==> src/rtl/adder_issue_ctrl.sv <==
// Issue stage for a fixed-latency registered adder: operand stream in, tagged in-flight tracking, result FIFO out.
// Optional `ADDER_ISSUE_STATS_EN adds saturating issued/completed counters.
module adder_issue_ctrl #(
  parameter int N         = 4,
  parameter int ADDER_LAT = 2,
  parameter int DEPTH     = 4
) (
  input  logic                   clock,
  input  logic                   reset,
  input  logic                   in_valid,
  output logic                   in_ready,
  input  logic [N-1:0]           in_op1,
  input  logic [N-1:0]           in_op2,
  output logic [N-1:0]           add_operand1,
  output logic [N-1:0]           add_operand2,
  input  logic [N-1:0]           add_result,
  output logic                   out_valid,
  input  logic                   out_ready,
  output logic [N-1:0]           out_data,
  output logic [$clog2(DEPTH):0] outstanding
`ifdef ADDER_ISSUE_STATS_EN
  ,
  output logic [15:0]            issued_cnt,
  output logic [15:0]            completed_cnt
`endif
);

  localparam int CW = $clog2(DEPTH) + 1;
  localparam int PW = $clog2(DEPTH);
  localparam logic [CW-1:0] DEPTH_C = CW'(DEPTH);

  logic [N-1:0]         op1_q, op1_d, op2_q, op2_d;
  logic [ADDER_LAT-1:0] tag_q, tag_d;
  logic [CW-1:0]        count_q, count_d;
  logic [PW-1:0]        wr_ptr_q, wr_ptr_d, rd_ptr_q, rd_ptr_d;
  logic [N-1:0]         mem_q [DEPTH];
  logic [CW-1:0]        inflight;
  logic                 accept, push, pop;

  // Credit view: everything that will eventually occupy a FIFO slot.
  always_comb begin
    inflight = '0;
    for (int unsigned k = 0; k < ADDER_LAT; k++) begin
      inflight = inflight + CW'(tag_q[k]);
    end
  end

  assign outstanding  = count_q + inflight;
  assign in_ready     = !reset && (outstanding < DEPTH_C);
  assign accept       = in_valid && in_ready;
  assign push         = tag_q[ADDER_LAT-1];
  assign out_valid    = !reset && (count_q != '0);
  assign pop          = out_valid && out_ready;
  assign out_data     = out_valid ? mem_q[rd_ptr_q] : '0;
  assign add_operand1 = op1_q;
  assign add_operand2 = op2_q;

  always_comb begin
    op1_d    = op1_q;
    op2_d    = op2_q;
    tag_d    = '0;
    count_d  = count_q;
    wr_ptr_d = wr_ptr_q;
    rd_ptr_d = rd_ptr_q;

    if (accept) begin
      op1_d = in_op1;
      op2_d = in_op2;
    end

    tag_d[0] = accept;
    for (int unsigned k = 1; k < ADDER_LAT; k++) begin
      tag_d[k] = tag_q[k-1];
    end

    if (push) wr_ptr_d = wr_ptr_q + PW'(1);
    if (pop)  rd_ptr_d = rd_ptr_q + PW'(1);

    if (push && !pop)      count_d = count_q + CW'(1);
    else if (pop && !push) count_d = count_q - CW'(1);
  end

  always_ff @(posedge clock) begin
    if (reset) begin
      op1_q    <= '0;
      op2_q    <= '0;
      tag_q    <= '0;
      count_q  <= '0;
      wr_ptr_q <= '0;
      rd_ptr_q <= '0;
    end else begin
      op1_q    <= op1_d;
      op2_q    <= op2_d;
      tag_q    <= tag_d;
      count_q  <= count_d;
      wr_ptr_q <= wr_ptr_d;
      rd_ptr_q <= rd_ptr_d;
    end
  end

  // Storage needs no reset: count_q gates visibility.
  always_ff @(posedge clock) begin
    if (push) mem_q[wr_ptr_q] <= add_result;
  end

`ifdef ADDER_ISSUE_STATS_EN
  logic [15:0] issued_q, issued_d, completed_q, completed_d;

  always_comb begin
    issued_d    = issued_q;
    completed_d = completed_q;
    if (accept && (issued_q != '1))  issued_d    = issued_q + 16'd1;
    if (pop && (completed_q != '1))  completed_d = completed_q + 16'd1;
  end

  always_ff @(posedge clock) begin
    if (reset) begin
      issued_q    <= '0;
      completed_q <= '0;
    end else begin
      issued_q    <= issued_d;
      completed_q <= completed_d;
    end
  end

  assign issued_cnt    = issued_q;
  assign completed_cnt = completed_q;
`endif

  a_no_overflow: assert property (@(posedge clock) disable iff (reset)
    !(push && (count_q == DEPTH_C) && !pop));

  a_credit_bound: assert property (@(posedge clock) disable iff (reset)
    outstanding <= DEPTH_C);

endmodule

==> config.mk <==
export PLATFORM = sky130hd
export DESIGN_NAME = adder_issue_ctrl
export DESIGN_NICKNAME = d
export VERILOG_FILES = /design/src/rtl/adder_issue_ctrl.sv
export SDC_FILE = /design/constraint.sdc
export NUM_CORES = 1
export LEC_CHECK = 0
export ABC_AREA = 0
export BUFFER_PORTS_ARGS = -buffer_cell sky130_fd_sc_hd__buf_2
export CAP_MARGIN = 0
export CORE_ASPECT_RATIO = 0.6
export CORE_MARGIN = 8
export CORE_UTILIZATION = 35
export DETAILED_ROUTE_END_ITERATION = 10
export MAX_ROUTING_LAYER = met4
export SYNTH_ARGS = -nofsm -noshare
export SYNTH_HDL_FRONTEND = slang
export SYNTH_SLANG_ARGS = --single-unit
export TNS_END_PERCENT = 5
==> constraint.sdc <==
create_clock -name clock -period 3.4 [get_ports clock]
set_input_delay 0.34 -clock clock [delete_from_list [all_inputs] [get_ports clock]]
set_output_delay 0.34 -clock clock [all_outputs]
set_load 0.005 [all_outputs]
==> impl_results.rst <==
.. list-table::
   :header-rows: 1

   * - Metric
     - Value
   * - Data required time of the critical path
     - 3060 ps
   * - Maximum number of pins on one net before global-route repair
     - 21
   * - Root Buffer Master
     - sky130_fd_sc_hd__clkbuf_8
   * - Area fraction in compound gates after synthesis
     - 1.84%
   * - Boundary pin count
     - 33
   * - Kind of end point of the critical path
     - output port
   * - Number of buffers inserted during clock tree synthesis
     - 5
   * - Met3 routed WL
     - 108 um
   * - Final WL
     - 2830 um
   * - Sequential cell area fraction in the yosys report
     - 57.5%
   * - Run status
     - finished, final reports clean
   * - Core Rows
     - 18
   * - Total die area
     - 6690 um2
   * - Average cell area after synthesis
     - 13.5 um2
   * - Distinct cells, synth
     - 24
   * - Worst path buffer plus inverter count
     - 4
   * - Path class of the lowest-slack min-delay path
     - in2reg
   * - Cell breakdown of the critical path
     - inv_1, fa_1, inv_1, ha_1, xnor2_2, inv_1, nor2_1, buf_2
   * - HP Start
     - in_op1[2]
   * - Main combinational cell family by area after synthesis
     - multiplexers
   * - Gp weighted congestion
     - 0.753
   * - Diodes inserted
     - 0
   * - Vertical die dimension
     - 66.7 um
   * - Routed via count
     - 906
   * - Synthesized cell area
     - 1500 um2
   * - Xor/xnor cell area share of the yosys netlist
     - 3.43%
   * - Number of cells produced by synthesis
     - 111
   * - First-pass GRT wire length
     - 4630 um
   * - Remaining Overflow, GRT
     - 0
   * - Launch instance of the worst register-to-register path
     - count_q[0]$_SDFFE_PP0P_
   * - Maximum vdd ir drop
     - 0.151 mV
   * - CP dominant cell by count
     - sky130_fd_sc_hd__inv_1
   * - TritonCTS sink count
     - 35
   * - Layout cells sized above 1
     - 32.9%
   * - Per-cell via count in the routed design
     - 4.33
   * - Max-slew violation total from the final report
     - 0
   * - Final setup skew
     - 8.86 ps
   * - Via count of the first global-routing pass
     - 965
   * - Top fanout value on the critical path
     - 8
   * - Number of filler cells placed in the layout
     - 388
   * - Static leakage power
     - 0.782 nW
   * - Highest routing layer actually used
     - met4
   * - Max Freq
     - 429 MHz
   * - Clock latency on the worst-skew pair
     - 290 ps
   * - Number of nets with antenna violations after detailed routing
     - 0
   * - DRC viols
     - 0
   * - Share of synthesized cell area in and, or, nand and nor gates
     - 11.8%
   * - Flip-flop and latch count after synthesis
     - 35
   * - Arrival time at the worst endpoint
     - 1990 ps
   * - Fraction of synthesized area in multiplexers
     - 14.6%
   * - Worst path max stage delay
     - 500 ps
   * - Setup fix buffers added after clock tree synthesis
     - 0
   * - Setup ws final
     - 1070 ps
   * - H-tree depth reported by CTS
     - 2
   * - Average detailed-routed wire length per instance
     - 13.6 um
   * - Setup repair after global routing missed its margin
     - no
   * - Leading cell type in the layout, fill and taps excluded
     - sky130_fd_sc_hd__buf_2
   * - Setup tns final
     - 0 ps
   * - Synthesized-area fraction occupied by adder cells
     - 7.69%
   * - Crit Path Class
     - reg2out
   * - Commonest cells after routing, fill and taps aside
     - 32 x sky130_fd_sc_hd__buf_2, 19 x sky130_fd_sc_hd__dfxtp_1, 16 x sky130_fd_sc_hd__edfxtp_1, 10 x sky130_fd_sc_hd__inv_1
   * - Met1 WL
     - 1260 um
   * - Met2 layer wire length in the routed design
     - 1430 um
   * - Critical Path Start Type
     - flip-flop
   * - Total power density per cell area
     - 548 nW/um2
   * - Count of instances resized after the clock tree is built
     - 0
   * - Fin nets
     - 172
   * - Post-synth net total
     - 135
   * - Number of max-cap violations
     - 0
   * - Placeable Area
     - 4100 um2
   * - Number of buffers inserted for hold repair after clock tree synthesis
     - 0
   * - Iteration-0 DRC Markers
     - 27
   * - Count of yosys warnings during synthesis
     - 0
   * - HPWL Detailed
     - 2170 um
   * - Chip width
     - 100 um
   * - Post-route core utilization
     - 44.3%
   * - Final-report hold violation count
     - 0
   * - All-Layer GR Usage
     - 9.45%
   * - Crit share post-route
     - 68.5%
   * - Initial standard-cell utilization of the core
     - 36.5%
   * - Gate family responsible for the most delay along the worst path
     - adder cells
   * - Launching element of the worst setup path
     - tag_q[1]$_SDFF_PP0_
   * - Area growth from synthesis to layout
     - 21.2%
   * - Maximum buffer depth of the clock tree
     - 2
   * - 1st-pass router iterations
     - 4
   * - Clock-pin slew on the worst setup and hold paths
     - 70 ps
   * - Antenna violations before repair
     - 0
   * - Endpoints failing setup
     - 0
   * - Critical Path Slowest Stage Cell
     - sky130_fd_sc_hd__dfxtp_1
   * - Actual transition at the worst max-transition pin
     - 367 ps
   * - Max-slew headroom
     - 75.5%
   * - Port Buffer Count
     - 32
   * - TritonCTS clock tree
     - done
   * - Pre-CTS worst setup slack
     - 1160 ps
   * - Time the worst path needs with I/O delays and setup
     - 2330 ps
## synth_stat cells
| library cell | count | area, um2 |
|---|---|---|
| sky130_fd_sc_hd__a21oi_1 | 2 | 10.0 |
| sky130_fd_sc_hd__inv_1 | 10 | 37.5 |
| sky130_fd_sc_hd__xor2_1 | 3 | 26.3 |
| sky130_fd_sc_hd__nand2_4 | 1 | 11.3 |
| sky130_fd_sc_hd__xnor2_2 | 1 | 16.3 |
| sky130_fd_sc_hd__nor2b_1 | 9 | 56.3 |
| sky130_fd_sc_hd__nor2_1 | 9 | 33.8 |
| sky130_fd_sc_hd__or3_1 | 2 | 12.5 |
| sky130_fd_sc_hd__xnor2_1 | 1 | 8.76 |
| sky130_fd_sc_hd__nor3_1 | 1 | 5.00 |
| sky130_fd_sc_hd__o21ai_0 | 2 | 10.0 |
| sky130_fd_sc_hd__edfxtp_1 | 16 | 480 |
| sky130_fd_sc_hd__mux2_4 | 1 | 15.0 |
| sky130_fd_sc_hd__o31ai_1 | 1 | 7.51 |
| sky130_fd_sc_hd__fa_1 | 2 | 40.0 |
| sky130_fd_sc_hd__mux2i_1 | 2 | 20.0 |
| sky130_fd_sc_hd__dfxtp_1 | 19 | 380 |
| sky130_fd_sc_hd__mux4_1 | 4 | 105 |
| sky130_fd_sc_hd__ha_1 | 6 | 75.1 |
| sky130_fd_sc_hd__and2_1 | 8 | 50.1 |
| sky130_fd_sc_hd__mux2_2 | 7 | 78.8 |
| sky130_fd_sc_hd__nand2_1 | 2 | 7.51 |
| sky130_fd_sc_hd__buf_2 | 1 | 5.00 |
| sky130_fd_sc_hd__clkbuf_1 | 1 | 3.75 |
## registers in the layout, summed over array words and instances, names as in the netlist, named ones only
signal and flops:
mem_q 16, add_operand1 4, add_operand2 4, count_q 3, rd_ptr_q 2, tag_q 2, wr_ptr_q 2
## report_power, final
part / total [mW] / switching, mW / internal (mW) / leakage [nW]
combinational: 0.182 / 0.0844 / 0.0976 / 0.433
clock: 0.307 / 0.144 / 0.163 / 0.0482
sequential: 0.504 / 0.0314 / 0.473 / 0.301
total: 0.993 / 0.260 / 0.734 / 0.782
## worst paths after layout
path	to	depth (start not counted)	slack, ps
min	add_operand1[2]$_SDFFE_PP0P_	2	270
max reg2reg	count_q[2]$_SDFFE_PP0P_	9	1160
min reg2reg	tag_q[1]$_SDFF_PP0_	2	470
max	in_ready	8	1070
## stage by stage
| stage | power, mW | hold WS [ps] | instances | instance area [um2] |
|---|---|---|---|---|
| after global placement | 0.690 | 456 | 201 | 1720 |
| after floorplan | 0.625 | 439 | 111 | 1500 |
| after global routing | 1.05 | 260 | 209 | 1810 |
| after CTS | 1.01 | 266 | 209 | 1810 |
| after detailed placement | 0.700 | 463 | 201 | 1720 |
| final | 0.993 | 273 | 209 | 1810 |
## layout make-up
| type | count | area [um2] | share of cell area (%) |
|---|---|---|---|
| sequential | 35 | 861 | 47.4 |
| multi-input combinational | 64 | 589 | 32.5 |
| timing repair buffer | 32 | 160 | 8.83 |
| clock buffer | 7 | 86.3 | 4.76 |
| tap | 60 | 75.1 | 4.14 |
| inverter | 10 | 37.5 | 2.07 |
| clock inverter | 1 | 5.00 | 0.276 |
## metal layers
| layer | vias up | global-route usage, % |
|---|---|---|
| met5 | - | - |
| met4 | 0 | 4.30 |
| met3 | 4 | 3.85 |
| met2 | 14 | 15.7 |
| met1 | 435 | 9.81 |
| li1 | 453 | - |
## logic make-up after synthesis
| group | after synthesis |
|---|---|
| multiplexers | 14 |
| AND/OR/NAND/NOR | 32 |
| adder cells (fa/ha/maj) | 8 |
| buffers and inverters | 12 |
| XOR/XNOR | 5 |
| flip-flops | 35 |
| AO/OA/AOI/OAI | 5 |
(Power assumes the default switching activity.)
